[src/rtl/uart_pkg.sv]
// Shared constants for the buffered 8N1 UART transmitter:
// FSM states, 8N1 frame shape and the baud divider calculation.
package uart_pkg;

  localparam int DATA_BITS = 8;
  localparam int STOP_BITS = 1;

  typedef enum logic [1:0] {
    IDLE,
    START,
    DATA,
    STOP
  } tx_state_e;

  // Clock cycles per bit, rounded to nearest.
  function automatic int calc_div(
    input int clk_mhz,
    input int baud
  );
    return (clk_mhz * 1000000 + baud / 2) / baud;
  endfunction

endpackage

[src/rtl/uart_tx_buffered_if.sv]
// Byte write port of the UART transmitter (valid/ready).
// master: wr_valid/wr_data out, wr_ready in; slave: the reverse.
interface uart_tx_buffered_if;
  import uart_pkg::*;

  logic                 wr_valid;
  logic [DATA_BITS-1:0] wr_data;
  logic                 wr_ready;

  modport master (
    output wr_valid,
    output wr_data,
    input  wr_ready
  );

  modport slave (
    input  wr_valid,
    input  wr_data,
    output wr_ready
  );

endinterface

[src/rtl/sync_fifo.sv]
// Synchronous FIFO, registered count/flags, dout from read pointer.
// push/din write, pop/dout read; count, full, empty status.
module sync_fifo #(
  parameter int WIDTH = 8,
  parameter int DEPTH = 16
) (
  input  logic                   clk,
  input  logic                   rstn,
  input  logic                   push,
  input  logic                   pop,
  input  logic [WIDTH-1:0]       din,
  output logic [WIDTH-1:0]       dout,
  output logic [$clog2(DEPTH):0] count,
  output logic                   full,
  output logic                   empty
);

  localparam int AW = $clog2(DEPTH);
  localparam logic [AW:0] FULL_CNT = (AW+1)'(DEPTH);

  if (DEPTH < 2 || (1 << AW) != DEPTH) begin : g_depth_chk
    $error("sync_fifo: DEPTH must be a power of two >= 2");
  end

  logic [WIDTH-1:0] mem [DEPTH];
  logic [AW-1:0]    wptr;
  logic [AW-1:0]    rptr;
  logic             do_push;
  logic             do_pop;

  assign full    = (count == FULL_CNT);
  assign empty   = (count == '0);
  assign do_push = push & ~full;
  assign do_pop  = pop & ~empty;
  assign dout    = mem[rptr];

  always_ff @(posedge clk) begin
    if (do_push) mem[wptr] <= din;
  end

  always_ff @(posedge clk or negedge rstn) begin
    if (!rstn) begin
      wptr  <= '0;
      rptr  <= '0;
      count <= '0;
    end else begin
      if (do_push) wptr <= wptr + AW'(1);
      if (do_pop) rptr <= rptr + AW'(1);
      if (do_push && !do_pop) begin
        count <= count + (AW+1)'(1);
      end else if (do_pop && !do_push) begin
        count <= count - (AW+1)'(1);
      end
    end
  end

endmodule

[src/rtl/uart_tx_buffered.sv]
// Buffered 8N1 UART transmitter: FIFO-fed serialiser, back-to-back frames.
// Ports: clk, rstn, wr (byte write port), fifo_count, tx_busy, uart_tx.
module uart_tx_buffered
  import uart_pkg::*;
#(
  parameter int CLK_MHZ    = 50,
  parameter int BAUD       = 115200,
  parameter int FIFO_DEPTH = 16
) (
  input  logic                        clk,
  input  logic                        rstn,
  uart_tx_buffered_if.slave           wr,
  output logic [$clog2(FIFO_DEPTH):0] fifo_count,
  output logic                        tx_busy,
  output logic                        uart_tx
);

  localparam int DIV = calc_div(CLK_MHZ, BAUD);
  localparam int CW  = (DIV < 2) ? 1 : $clog2(DIV);
  localparam int BW  = $clog2(DATA_BITS);
  localparam logic [CW-1:0] CNT_LAST = CW'(DIV - 1);
  localparam logic [BW-1:0] BIT_LAST = BW'(DATA_BITS - 1);

  if (DIV < 2) begin : g_div_chk
    $error("uart_tx_buffered: bit period below 2 clocks");
  end

  if (STOP_BITS != 1) begin : g_stop_chk
    $error("uart_tx_buffered: only one stop bit supported");
  end

  tx_state_e            state_q, state_d;
  logic [CW-1:0]        cnt_q, cnt_d;
  logic [BW-1:0]        bit_q, bit_d;
  logic [DATA_BITS-1:0] sh_q, sh_d;
  logic                 tx_q, tx_d;
  logic                 busy_q, busy_d;

  logic                 push;
  logic                 pop;
  logic                 full;
  logic                 empty;
  logic                 tick;
  logic [DATA_BITS-1:0] fifo_dout;

  assign wr.wr_ready = ~full;
  assign push        = wr.wr_valid & ~full;
  assign tick        = (cnt_q == CNT_LAST);
  assign tx_busy     = busy_q;
  assign uart_tx     = tx_q;

  sync_fifo #(
    .WIDTH (DATA_BITS),
    .DEPTH (FIFO_DEPTH)
  ) u_fifo (
    .clk   (clk),
    .rstn  (rstn),
    .push  (push),
    .pop   (pop),
    .din   (wr.wr_data),
    .dout  (fifo_dout),
    .count (fifo_count),
    .full  (full),
    .empty (empty)
  );

  always_ff @(posedge clk or negedge rstn) begin
    if (!rstn) begin
      state_q <= IDLE;
      cnt_q   <= '0;
      bit_q   <= '0;
      sh_q    <= '0;
      tx_q    <= 1'b1;
      busy_q  <= 1'b0;
    end else begin
      state_q <= state_d;
      cnt_q   <= cnt_d;
      bit_q   <= bit_d;
      sh_q    <= sh_d;
      tx_q    <= tx_d;
      busy_q  <= busy_d;
    end
  end

  // Line level is computed one cycle ahead so uart_tx is a flop.
  // The shifter is pre-shifted when a bit is put on the line.
  always_comb begin
    state_d = state_q;
    cnt_d   = cnt_q;
    bit_d   = bit_q;
    sh_d    = sh_q;
    tx_d    = tx_q;
    busy_d  = busy_q;
    pop     = 1'b0;

    if (state_q != IDLE) begin
      cnt_d = tick ? '0 : cnt_q + CW'(1);
    end

    unique case (state_q)
      IDLE: begin
        if (!empty) begin
          pop     = 1'b1;
          sh_d    = fifo_dout;
          tx_d    = 1'b0;
          busy_d  = 1'b1;
          state_d = START;
        end
      end
      START: begin
        if (tick) begin
          tx_d    = sh_q[0];
          sh_d    = sh_q >> 1;
          state_d = DATA;
        end
      end
      DATA: begin
        if (tick) begin
          bit_d = bit_q + BW'(1);
          if (bit_q == BIT_LAST) begin
            tx_d    = 1'b1;
            state_d = STOP;
          end else begin
            tx_d = sh_q[0];
            sh_d = sh_q >> 1;
          end
        end
      end
      STOP: begin
        if (tick) begin
          if (!empty) begin
            pop     = 1'b1;
            sh_d    = fifo_dout;
            tx_d    = 1'b0;
            state_d = START;
          end else begin
            busy_d  = 1'b0;
            state_d = IDLE;
          end
        end
      end
      default: state_d = IDLE;
    endcase
  end

endmodule

[src/flat_wrapper.sv]
// flat-port wrapper written by rule: the top's interface ports become plain ports
module uart_tx_buffered_flat import uart_pkg::*;
#(
  parameter int CLK_MHZ    = 50,
  parameter int BAUD       = 115200,
  parameter int FIFO_DEPTH = 16
)
  (clk, rstn, fifo_count, tx_busy, uart_tx, wr_wr_valid, wr_wr_data, wr_wr_ready);
  uart_tx_buffered_if wr_i ();
  input  logic clk;
  input  logic rstn;
  output logic [$clog2(FIFO_DEPTH):0] fifo_count;
  output logic tx_busy;
  output logic uart_tx;
  input wire logic [$bits(wr_i.wr_valid)-1:0] wr_wr_valid;
  input wire logic [$bits(wr_i.wr_data)-1:0] wr_wr_data;
  output wire logic [$bits(wr_i.wr_ready)-1:0] wr_wr_ready;
  assign wr_i.wr_valid = wr_wr_valid;
  assign wr_i.wr_data = wr_wr_data;
  assign wr_wr_ready = wr_i.wr_ready;
  uart_tx_buffered #(.CLK_MHZ(CLK_MHZ), .BAUD(BAUD), .FIFO_DEPTH(FIFO_DEPTH)) u_core (.clk(clk), .rstn(rstn), .wr(wr_i), .fifo_count(fifo_count), .tx_busy(tx_busy), .uart_tx(uart_tx));
endmodule
[config.mk]
export PLATFORM = sky130hd
export DESIGN_NAME = uart_tx_buffered_flat
export DESIGN_NICKNAME = d
export VERILOG_FILES = /design/src/rtl/uart_pkg.sv /design/src/rtl/uart_tx_buffered_if.sv /design/src/rtl/sync_fifo.sv /design/src/rtl/uart_tx_buffered.sv /design/src/flat_wrapper.sv
export SDC_FILE = /design/constraint.sdc
export NUM_CORES = 1
export LEC_CHECK = 0
export ABC_CLOCK_PERIOD_IN_PS = 2800
export BUFFER_PORTS_ARGS = -buffer_cell sky130_fd_sc_hd__clkbuf_2
export CORE_ASPECT_RATIO = 1.1
export CORE_MARGIN = 5
export CORE_UTILIZATION = 30
export CTS_CLUSTER_DIAMETER = 50
export DETAILED_ROUTE_END_ITERATION = 8
export PLACE_DENSITY = 0.44
export SLEW_MARGIN = 20
export SYNTH_ARGS = -nofsm -noshare
export SYNTH_HDL_FRONTEND = slang
export SYNTH_SLANG_ARGS = --single-unit
[constraint.sdc]
create_clock -name clk -period 2.8 [get_ports clk]
set_input_delay 0 -clock clk [delete_from_list [all_inputs] [get_ports clk]]
set_output_delay 0 -clock clk [all_outputs]
set_load 0.05 [all_outputs]
==> results of run 1 <==
## flip-flops by register name, indices dropped and copies added, names as in the netlist, 2 cells and up
| name | count |
|---|---|
| u_core.bit_q | 3 |
| u_core.cnt_q | 9 |
| u_core.sh_q | 8 |
| u_core.state_q | 2 |
| u_core.u_fifo.count | 5 |
| u_core.u_fifo.mem | 128 |
| u_core.u_fifo.rptr | 4 |
| u_core.u_fifo.wptr | 4 |
## layout make-up
cell class | count | area, um^2
clock buffers | 17 | 425.4
clock inverters | 15 | 191.4
fillers | 2134 | 14560
inverters | 8 | 32.53
multi-input cells | 210 | 2008
flip-flops and latches | 165 | 4776
well taps | 300 | 375.4
repair buffers | 48 | 345.3
## kinds of logic (layout without fill, tap and decap cells)
logic type,after synthesis,count (layout)
AO/OA/AOI/OAI,66,66
adder cells (fa/ha/maj),19,19
AND/OR/NAND/NOR,72,72
flip-flops,165,165
buffers and inverters,29,88
XOR/XNOR,15,15
multiplexers,38,38
## path summary, 6_finish.rpt
check / startpoint / end / cells past startpoint
setup / recovery: u_core.u_fifo.count[3] / u_core.u_fifo.count[4] / 12
hold / removal: wr_wr_data[4] / u_core.u_fifo.mem[6][4] / 1
setup reg to reg: u_core.u_fifo.count[3] / u_core.u_fifo.count[4] / 12
hold reg to reg: u_core.bit_q[0] / u_core.bit_q[0] / 1
max in group asynchronous: rstn / u_core.sh_q[7] / 3
min in group asynchronous: rstn / u_core.state_q[0] / 2
## stage by stage
stage	hold WS (ps)	std cells	instance area, um^2	power [mW]	TNS, ps
final	18.24	763	8154	6.377	0
after global routing	24.18	763	8154	6.669	0
after CTS	13.41	763	8154	6.469	0
after detailed placement	-28.79	729	7517	4.016	0
after global placement	-30.61	729	7517	3.977	0
after floorplan	-295.6	404	6920	3.677	-179.9
## placed cells by master (no fill, tap or decap), types with 4 or more instances in the layout
cell type	synthesis	layout
a22oi_1	16	16
mux2_2	4	4
mux4_2	32	32
dfrtp_1	36	32
ha_1	18	16
o21ai_0	7	7
nand2_1	16	16
clkbuf_16	0	17
inv_1	8	6
or3_1	5	5
nor3_1	7	7
a21oi_2	3	4
dfrtp_2	0	4
clkbuf_2	1	18
inv_8	0	4
edfxtp_1	128	128
a21oi_1	27	26
xnor2_1	11	11
xor2_1	4	4
buf_4	0	26
nor2_1	20	20
## routing by layer
layer	vias to the layer above	wire [um]
met4	0	241
li1	1661	-
met5	-	0
met3	16	320
met2	43	8008
met1	1856	5868
## timing repair
action	in CTS	in global routing
hold buffers	2	0
endpoints found under the hold margin	38	0
gates resized for setup	0	0
## power breakdown
part / internal, mW / leakage (nW) / total [mW] / switching (mW)
combinational: 0.347 / 0.966 / 0.923 / 0.575
sequential: 2.90 / 1.60 / 3.02 / 0.119
clock: 1.43 / 0.303 / 2.43 / 1.00
==> flow_metrics.py, run 1 <==
metrics = {
    "status": {
        "outcome": "complete, no violations",
    },
    "placed_design": {
        "gp_congestion": 0.7186,
        "portBuffers": 18,
        "hpwlAfterDp_mm": 9.218,
        "place_ws_ps": 156.3,
    },
    "worst_setup_path": {
        "path_cells": "or3_1 > or3_1 > nor3b_4 > inv_2 > ha_4 > inv_4 > fa_2 > a21o_1 > a21oi_2 > xnor2_1 > nor2_1 > xor2_1",
        "path_class": "register to register",
        "crit_buf_inv": 2,
        "critical_path_required_ps": 3110,
        "worstPathArrival_ps": 2950,
        "slowest_delay_ps": 430,
        "path_max_fanout": 4,
        "slowest_stage": "dfrtp_2",
        "critPathCaptureType": "register",
        "start_kind": "register",
        "crit_top_cell": "or3_1",
        "r2r_slack_ps": 160,
        "crit_family": "simple AND/OR/NAND/NOR gates",
    },
    "yosys": {
        "synth-simple-area-share_pct": 5.273,
        "syn_area_per_cell_um2": 16.97,
        "ys_top_cells_by_count": "128 x edfxtp_1, 36 x dfrtp_1, 32 x mux4_2",
        "netlist_area_mm2": 0.006858,
        "synth_top_family_by_area": "multiplexers",
        "post-synth-top-count-cell": "edfxtp_1",
        "ys_types": 47,
        "ys_seq_area_share_pct": 69.57,
        "synth_compound_area_share_pct": 6.276,
        "ys.flop_type": "edfxtp_1",
        "synth_fp_nets": 434,
        "synthTopCellsByArea": "edfxtp_1 56%, dfrtp_1 13%, mux4_2 11%",
        "syn-instance-count": 404,
        "async_flop_share_pct": 22.42,
        "yosys_warnings": 0,
        "yosysTopAreaCellShare_pct": 56.05,
        "synthMuxAreaShare_pct": 11.55,
        "synth-seq-cells": 165,
        "synthAdderAreaFrac_pct": 3.576,
        "yosysTopAreaCell": "edfxtp_1",
        "synth_xor_area_share_pct": 1.916,
        "synth_edf_count": 128,
    },
    "routing": {
        "wl_mm": 14.44,
        "viasPerCell": 4.687,
        "drc": 0,
        "via_count": 3576,
        "post_drt_wl_per_cell_um": 18.92,
        "drtIter0Drc": 161,
        "first_pass_iters": 7,
        "ant_nets": 0,
    },
    "cells_and_area": {
        "final_util_pct": 35.90,
        "drive_gt1_share_pct": 29.81,
        "area_growth_pct": 18.90,
        "diodes": 0,
        "nets": 480,
    },
    "die": {
        "floorplan.initialDensity_pct": 30.19,
        "row_count": 58,
        "core_area_mm2": 0.02271,
        "io_pins": 19,
        "fp.dieH_um": 168.6,
        "fp.dieW_um": 154.2,
        "dieArea_mm2": 0.02599,
    },
    "global_route": {
        "grt_max_degree": 36,
        "met2_usage_pct": 21.26,
        "grt_pass1_vias": 3903,
        "grt.met3_usage_pct": 2.506,
        "grt_overflow": 0,
        "grt_use_met1_pct": 13.42,
        "grt.total_usage_pct": 11.68,
        "antenna_found_initial": 0,
        "grt_pass1_wl_mm": 22.51,
        "grt.busiest_layer": "met2",
    },
    "timing": {
        "fin_crit_ps": 2639,
        "finalSetupViolCount": 0,
        "maxSlewViolCount": 0,
        "setup_slack_ps": 160.9,
        "fin_crit_sh_pct": 94.25,
        "rsz0062_at_grt": "false",
        "final.setup_skew_ps": 9.571,
        "max_freq_mhz": 378.9,
        "worstMarginPinSlew_ps": 716.0,
        "final_hold_viol_count": 0,
        "maxSlewHeadroom_pct": 52.17,
    },
    "cts": {
        "post_cts_buffers": 0,
        "cts_buffer_depth": 2,
        "htreeDepth": 4,
        "clk_pin_slew_ps": 70,
        "ctsRootBufferMaster": "clkbuf_16",
        "clock_latency_ps": 420,
        "cts.sinks": 165,
        "cts_inserted_buffers": 17,
        "cts_tree": "yes",
    },
    "pwr": {
        "ir_worst_vdd_uv": 377.1,
        "p_per_area_mw_per_mm2": 782.1,
        "p_leak_nw": 2.872,
    },
    "job": {
        "cap_violations": 0,
    },
    "hold_path": {
        "hold_class": "input pin to register",
    },
}
No activity file was read; power rests on OpenSTA's default activity.
==> inputs of run 2 (changes only) <==
==> constraint.sdc (replaced) <==
create_clock -name clk -period 2.8 [get_ports clk]
set_input_delay 0.84 -clock clk [delete_from_list [all_inputs] [get_ports clk]]
set_output_delay 0.84 -clock clk [all_outputs]
set_load 0.05 [all_outputs]
==> run 2 against run 1 <==
  * Fmax shrank 2.1%
  * Sequential cell count did not move
  * Highest routed layer unchanged
  * First-iteration DRC count increased by 6.8%
  * Clock power fell by 5%
  * Cell count decreased by 1.3%
  * Setup slack worse by 57 ps
  * Via count is 1.8% lower
  * Total power is 1.8% lower
  * Critical path type is now register to output port
==> flow_metrics.py, run 2 (synthesis gave the netlist of run 1 again) <==
metrics = {
    "status": {
        "outcome": "complete, no violations",
    },
    "placed_design": {
        "hpwlAfterDp_mm": 8.975,
        "portBuffers": 18,
        "placed_cells": 719,
        "gp_congestion": 0.7041,
    },
    "die": {
        "row_count": 58,
        "io_pins": 19,
        "floorplan.initialDensity_pct": 30.19,
        "core_area_mm2": 0.02271,
        "fp.dieH_um": 168.6,
        "dieArea_mm2": 0.02599,
        "fp.dieW_um": 154.2,
    },
    "cells_and_area": {
        "final_cells": 753,
        "reg_top3": "u_core.u_fifo.mem: 128 flops, u_core.cnt_q: 9 flops, u_core.sh_q: 8 flops",
        "drive_gt1_share_pct": 29.58,
        "final_common_cell": "edfxtp_1",
        "largest-register": "u_core.u_fifo.mem",
        "layout_common_cells": "128 x edfxtp_1, 32 x mux4_2, 32 x dfrtp_1",
        "multi_input_area_mm2": 0.002021,
        "register_area_mm2": 0.004776,
        "fill_cells": 2095,
        "diodes": 0,
        "largest_reg_flops": 128,
        "nets": 470,
        "area_growth_pct": 17.66,
    },
    "job": {
        "cap_violations": 0,
    },
    "worst_setup_path": {
        "r2r_cells": 12,
        "critical_path_required_ps": 1960,
        "crit_family": "simple AND/OR/NAND/NOR gates",
        "critPathCaptureType": "output port",
        "crit_buf_inv": 1,
        "worstPathArrival_ps": 1860,
        "slowest_delay_ps": 430,
        "start_kind": "register",
        "path_cells": "or3_4 > or3b_4 > clkbuf_2",
        "cp.depth": 3,
        "path_class": "register to output port",
        "slowest_stage": "dfrtp_2",
        "path_max_fanout": 4,
    },
    "cts": {
        "cts_buffer_depth": 2,
        "cts_tree": "yes",
        "ctsRootBufferMaster": "clkbuf_16",
        "htreeDepth": 4,
        "clock_latency_ps": 430,
        "clk_pin_slew_ps": 70,
        "cts.sinks": 165,
        "cts_hold_buf": 0,
        "cts_inserted_buffers": 17,
    },
    "routing": {
        "first_pass_iters": 4,
        "drc": 0,
        "ant_nets": 0,
        "viasPerCell": 4.661,
        "drtIter0Drc": 172,
        "via_count": 3510,
        "wl_mm": 14.19,
        "post_drt_wl_per_cell_um": 18.84,
    },
    "timing": {
        "maxSlewHeadroom_pct": 31.91,
        "rsz0062_at_grt": "false",
        "worstMarginPinSlew_ps": 1018,
        "fin_crit_sh_pct": 96.31,
        "finalSetupViolCount": 0,
        "final_hold_viol_count": 0,
        "final.setup_skew_ps": 14.08,
        "maxSlewViolCount": 0,
        "worst_hold_slack_ps": 489.9,
        "max_freq_mhz": 370.8,
        "fin_crit_ps": 2697,
    },
    "hold_path": {
        "hold_class": "register to register",
        "hold_depth": 1,
    },
    "global_route": {
        "antenna_found_initial": 0,
        "grt_overflow": 0,
        "grt.total_usage_pct": 11.35,
        "grt_pass1_wl_mm": 21.86,
        "grt_max_degree": 35,
        "grt_pass1_vias": 3746,
    },
    "pwr": {
        "switching_share_pct": 28.72,
        "p_total_mw": 6.262,
        "p_int_mw": 4.464,
        "p_per_area_mw_per_mm2": 776.1,
        "switching_power_mw": 1.799,
        "clkPwrFrac_pct": 37.0,
        "ir_worst_vdd_uv": 352.9,
        "power_frac_comb_pct": 14.7,
        "seqPwrFrac_pct": 48.3,
        "p_leak_nw": 2.813,
    },
}
run 2: cell types whose count changed in the layout (fill, tap and decap cells not counted), sizes merged:
cell / change
buf: -8
dlygate4sd3: -2
clkinvlp: -1
clkinv: +1
bufinv: -3
inv: +3
run 2: power groups by stage:
stage,combinational [mW],sequential [mW],clock [mW]
after floorplan,0.511,3.17,0
after global placement,0.886,3.07,0
after detailed placement,0.903,3.08,0
after CTS,0.907,3.03,2.38
after global routing,1.01,3.05,2.48
final,0.921,3.02,2.32
run 2: worst register-to-register path, cell delays in order (launching register included):
cell and delay (ps):
dfrtp_2 430, or3_4 370, or3_4 340, nor3b_4 170, inv_2 70, ha_4 150, inv_4 50, fa_2 350
a21o_1 170, a21oi_2 130, xnor2_1 130, nor2_1 60, xor2_1 130
run 2: layer usage:
layer | GRT usage, % | up-vias | wire, um
met4 | 3.495 | 0 | 136
met2 | 19.64 | 56 | 7551
met1 | 13.94 | 1796 | 6040
met5 | 0 | - | 0
li1 | - | 1647 | -
met3 | 2.992 | 11 | 458
run 2: path summary, 6_finish.rpt:
kind / start / to / slack (ps)
setup / recovery: u_core.u_fifo.count[3] / wr_wr_ready / 100
min in group asynchronous: rstn / u_core.cnt_q[6] / 510
max in group asynchronous: rstn / u_core.u_fifo.count[3] / 1670
hold reg to reg: u_core.bit_q[0] / u_core.bit_q[0] / 490
setup reg to reg: u_core.u_fifo.count[3] / u_core.u_fifo.count[4] / 140
hold / removal: u_core.bit_q[0] / u_core.bit_q[0] / 490
run 2: final cells by class:
cell class	count	area share (%)
multi-input cells	210	25.04
clock buffers	17	5.272
well taps	300	4.652
inverters	8	0.4032
flip-flops and latches	165	59.19
repair buffers	38	3.287
clock inverters	15	2.155
run 2: timing repair:
item	CTS	global route
hold endpoints to repair	0	0
buffers inserted	0	2
resized for setup	0	2
endpoints found under the setup margin	0	1
run 2: through the flow:
stage	setup TNS, ps	util, %	setup WS (ps)	area, um^2
2_1_floorplan	-179.9	-	-106.5	6920
3_3_place_gp	0	32.76	169.8	7442
3_5_place_dp	0	32.76	129.7	7442
4_1_cts	0	35.40	69.72	8041
5_1_grt	0	35.52	10.21	8069
6_report	0	35.52	103.4	8069
==> inputs of run 3 (changes only) <==
--- a/config.mk
+++ b/config.mk
@@ -12,7 +12,7 @@
 export CORE_UTILIZATION = 30
 export CTS_CLUSTER_DIAMETER = 50
 export DETAILED_ROUTE_END_ITERATION = 8
-export PLACE_DENSITY = 0.44
+export PLACE_DENSITY = 0.54
 export SLEW_MARGIN = 20
 export SYNTH_ARGS = -nofsm -noshare
 export SYNTH_HDL_FRONTEND = slang
==> run 3 against run 2 <==
  * Setup slack worse by 40 ps
  * Sequential cell count stayed put
  * Count of clock-buffer cells in the layout stayed put
  * Non-clock buffer count is 1 higher
  * Cell area is 0.36% higher
  * Critical endpoint unchanged
  * Worst hold slack worse by 210 ps
  * First-iteration DRC count is 34% higher
==> flow_metrics.py, run 3 (synthesis gave the netlist of run 1 again) <==
metrics = {
    "status": {
        "outcome": "complete, no violations",
    },
    "global_route": {
        "grt_pass1_wl_mm": 21.70,
        "grt.total_usage_pct": 11.01,
        "antenna_found_initial": 0,
        "grt_pass1_vias": 3767,
        "grt_overflow": 0,
        "grt_max_degree": 36,
    },
    "timing": {
        "worstMarginPinSlew_ps": 928.7,
        "finalSetupViolCount": 0,
        "fin_crit_sh_pct": 97.74,
        "maxSlewViolCount": 0,
        "final_hold_viol_count": 0,
        "maxSlewHeadroom_pct": 37.86,
        "fin_crit_ps": 2737,
        "max_freq_mhz": 365.4,
        "final.setup_skew_ps": 13.93,
    },
    "die": {
        "core_area_mm2": 0.02271,
        "fp.dieW_um": 154.2,
        "io_pins": 19,
        "floorplan.initialDensity_pct": 30.19,
        "row_count": 58,
        "fp.dieH_um": 168.6,
        "dieArea_mm2": 0.02599,
    },
    "placed_design": {
        "placed_cell_area_mm2": 0.007470,
        "gp_congestion": 0.7733,
        "hpwlAfterDp_mm": 8.866,
        "portBuffers": 18,
    },
    "pwr": {
        "p_total_mw": 6.299,
        "ir_worst_vdd_uv": 364.9,
        "p_per_area_mw_per_mm2": 777.8,
        "p_leak_nw": 2.822,
    },
    "cells_and_area": {
        "design_area_mm2": 0.008098,
        "register_area_mm2": 0.004776,
        "nets": 471,
        "largest_reg_flops": 128,
        "final_util_pct": 35.65,
        "layout_common_cells": "128 x edfxtp_1, 32 x mux4_2, 32 x dfrtp_1",
        "fill_cells": 2117,
        "largest-register": "u_core.u_fifo.mem",
        "diodes": 0,
        "drive_gt1_share_pct": 29.52,
        "final_common_cell": "edfxtp_1",
        "multi_input_area_mm2": 0.002018,
        "reg_top3": "u_core.u_fifo.mem: 128 flops, u_core.cnt_q: 9 flops, u_core.sh_q: 8 flops",
        "area_growth_pct": 18.08,
    },
    "cts": {
        "cts_buffer_depth": 2,
        "cts_inserted_buffers": 17,
        "htreeDepth": 4,
        "cts_tree": "yes",
        "clk_pin_slew_ps": 70,
        "clock_latency_ps": 430,
        "ctsRootBufferMaster": "clkbuf_16",
        "cts.sinks": 165,
    },
    "job": {
        "cap_violations": 0,
    },
    "routing": {
        "ant_nets": 0,
        "viasPerCell": 4.740,
        "via_count": 3574,
        "drc": 0,
        "drtIter0Drc": 230,
        "wl_mm": 13.52,
        "first_pass_iters": 4,
        "post_drt_wl_per_cell_um": 17.93,
    },
    "worst_setup_path": {
        "worstPathArrival_ps": 1900,
        "path_class": "register to output port",
        "r2r_cells": 12,
        "start_kind": "register",
        "critical_path_required_ps": 1960,
        "critPathCaptureType": "output port",
        "path_max_fanout": 4,
    },
    "hold_path": {
        "hold_class": "input pin to async pin",
    },
}
## run 3: cell types whose count changed in the layout (fill, tap and decap cells not counted)
cell / delta
buf_12: +1
bufinv_16: +1
clkinv_8: +1
clkinvlp_4: +2
inv_6: +2
inv_8: -6
nor2_1: +1
nor2_2: -1
## run 3: where the power goes
| group | internal (mW) | leakage (nW) | switching (mW) |
|---|---|---|---|
| clock network | 1.28 | 0.290 | 1.07 |
| logic | 0.342 | 0.929 | 0.571 |
| registers | 2.91 | 1.60 | 0.138 |
| total | 4.52 | 2.82 | 1.77 |
## run 3: worst max-delay path, stage by stage, from the launching register on
cell	delay, ps
dfrtp_2	430
or3_4	390
or3b_4	400
clkbuf_2	250
## run 3: final timing paths
check / start / end / slack [ps]
max reg2reg: u_core.u_fifo.count[2] / u_core.u_fifo.count[4] / 100
max: u_core.u_fifo.count[2] / wr_wr_ready / 60
min: rstn / u_core.cnt_q[8] / 280
min in group clk: u_core.bit_q[0] / u_core.bit_q[0] / 480
max in group asynchronous: rstn / u_core.uart_tx / 2010
min reg2reg: u_core.bit_q[0] / u_core.bit_q[0] / 480
## run 3: final cells by class
cell class	count	area share [%]
Sequential cell	165	58.98
Multi-Input combinational cell	210	24.92
Clock buffer	17	5.253
Tap cell	300	4.635
Timing Repair Buffer	39	3.523
Clock inverter	15	2.287
Inverter	8	0.4017
## run 3: metrics by stage
stage                     setup WS (ps)  cells  hold WS [ps]  TNS (ps)
after global placement            119.9    721         469.5         0
after detailed placement          71.75    721         475.5         0
after floorplan                  -106.5    404         452.8    -179.9
final                             63.19    754         278.7         0
after global routing             -3.517    754         278.8    -3.517
after CTS                         15.29    753         262.1         0
## run 3: what timing repair did
action	4_1_cts	5_1_grt
endpoints found under the hold margin	0	0
buffers inserted	0	1
gates resized for setup	0	2
hold buffers	0	0
setup endpoints to repair	0	2
## run 3: metal layers
layer	part of all wire [%]	vias up	track usage (%)
met1	44	1852	14.09
met3	3.1	11	3.119
met4	1.2	0	3.687
li1	-	1656	-
met5	0	-	0
met2	51	55	18.09
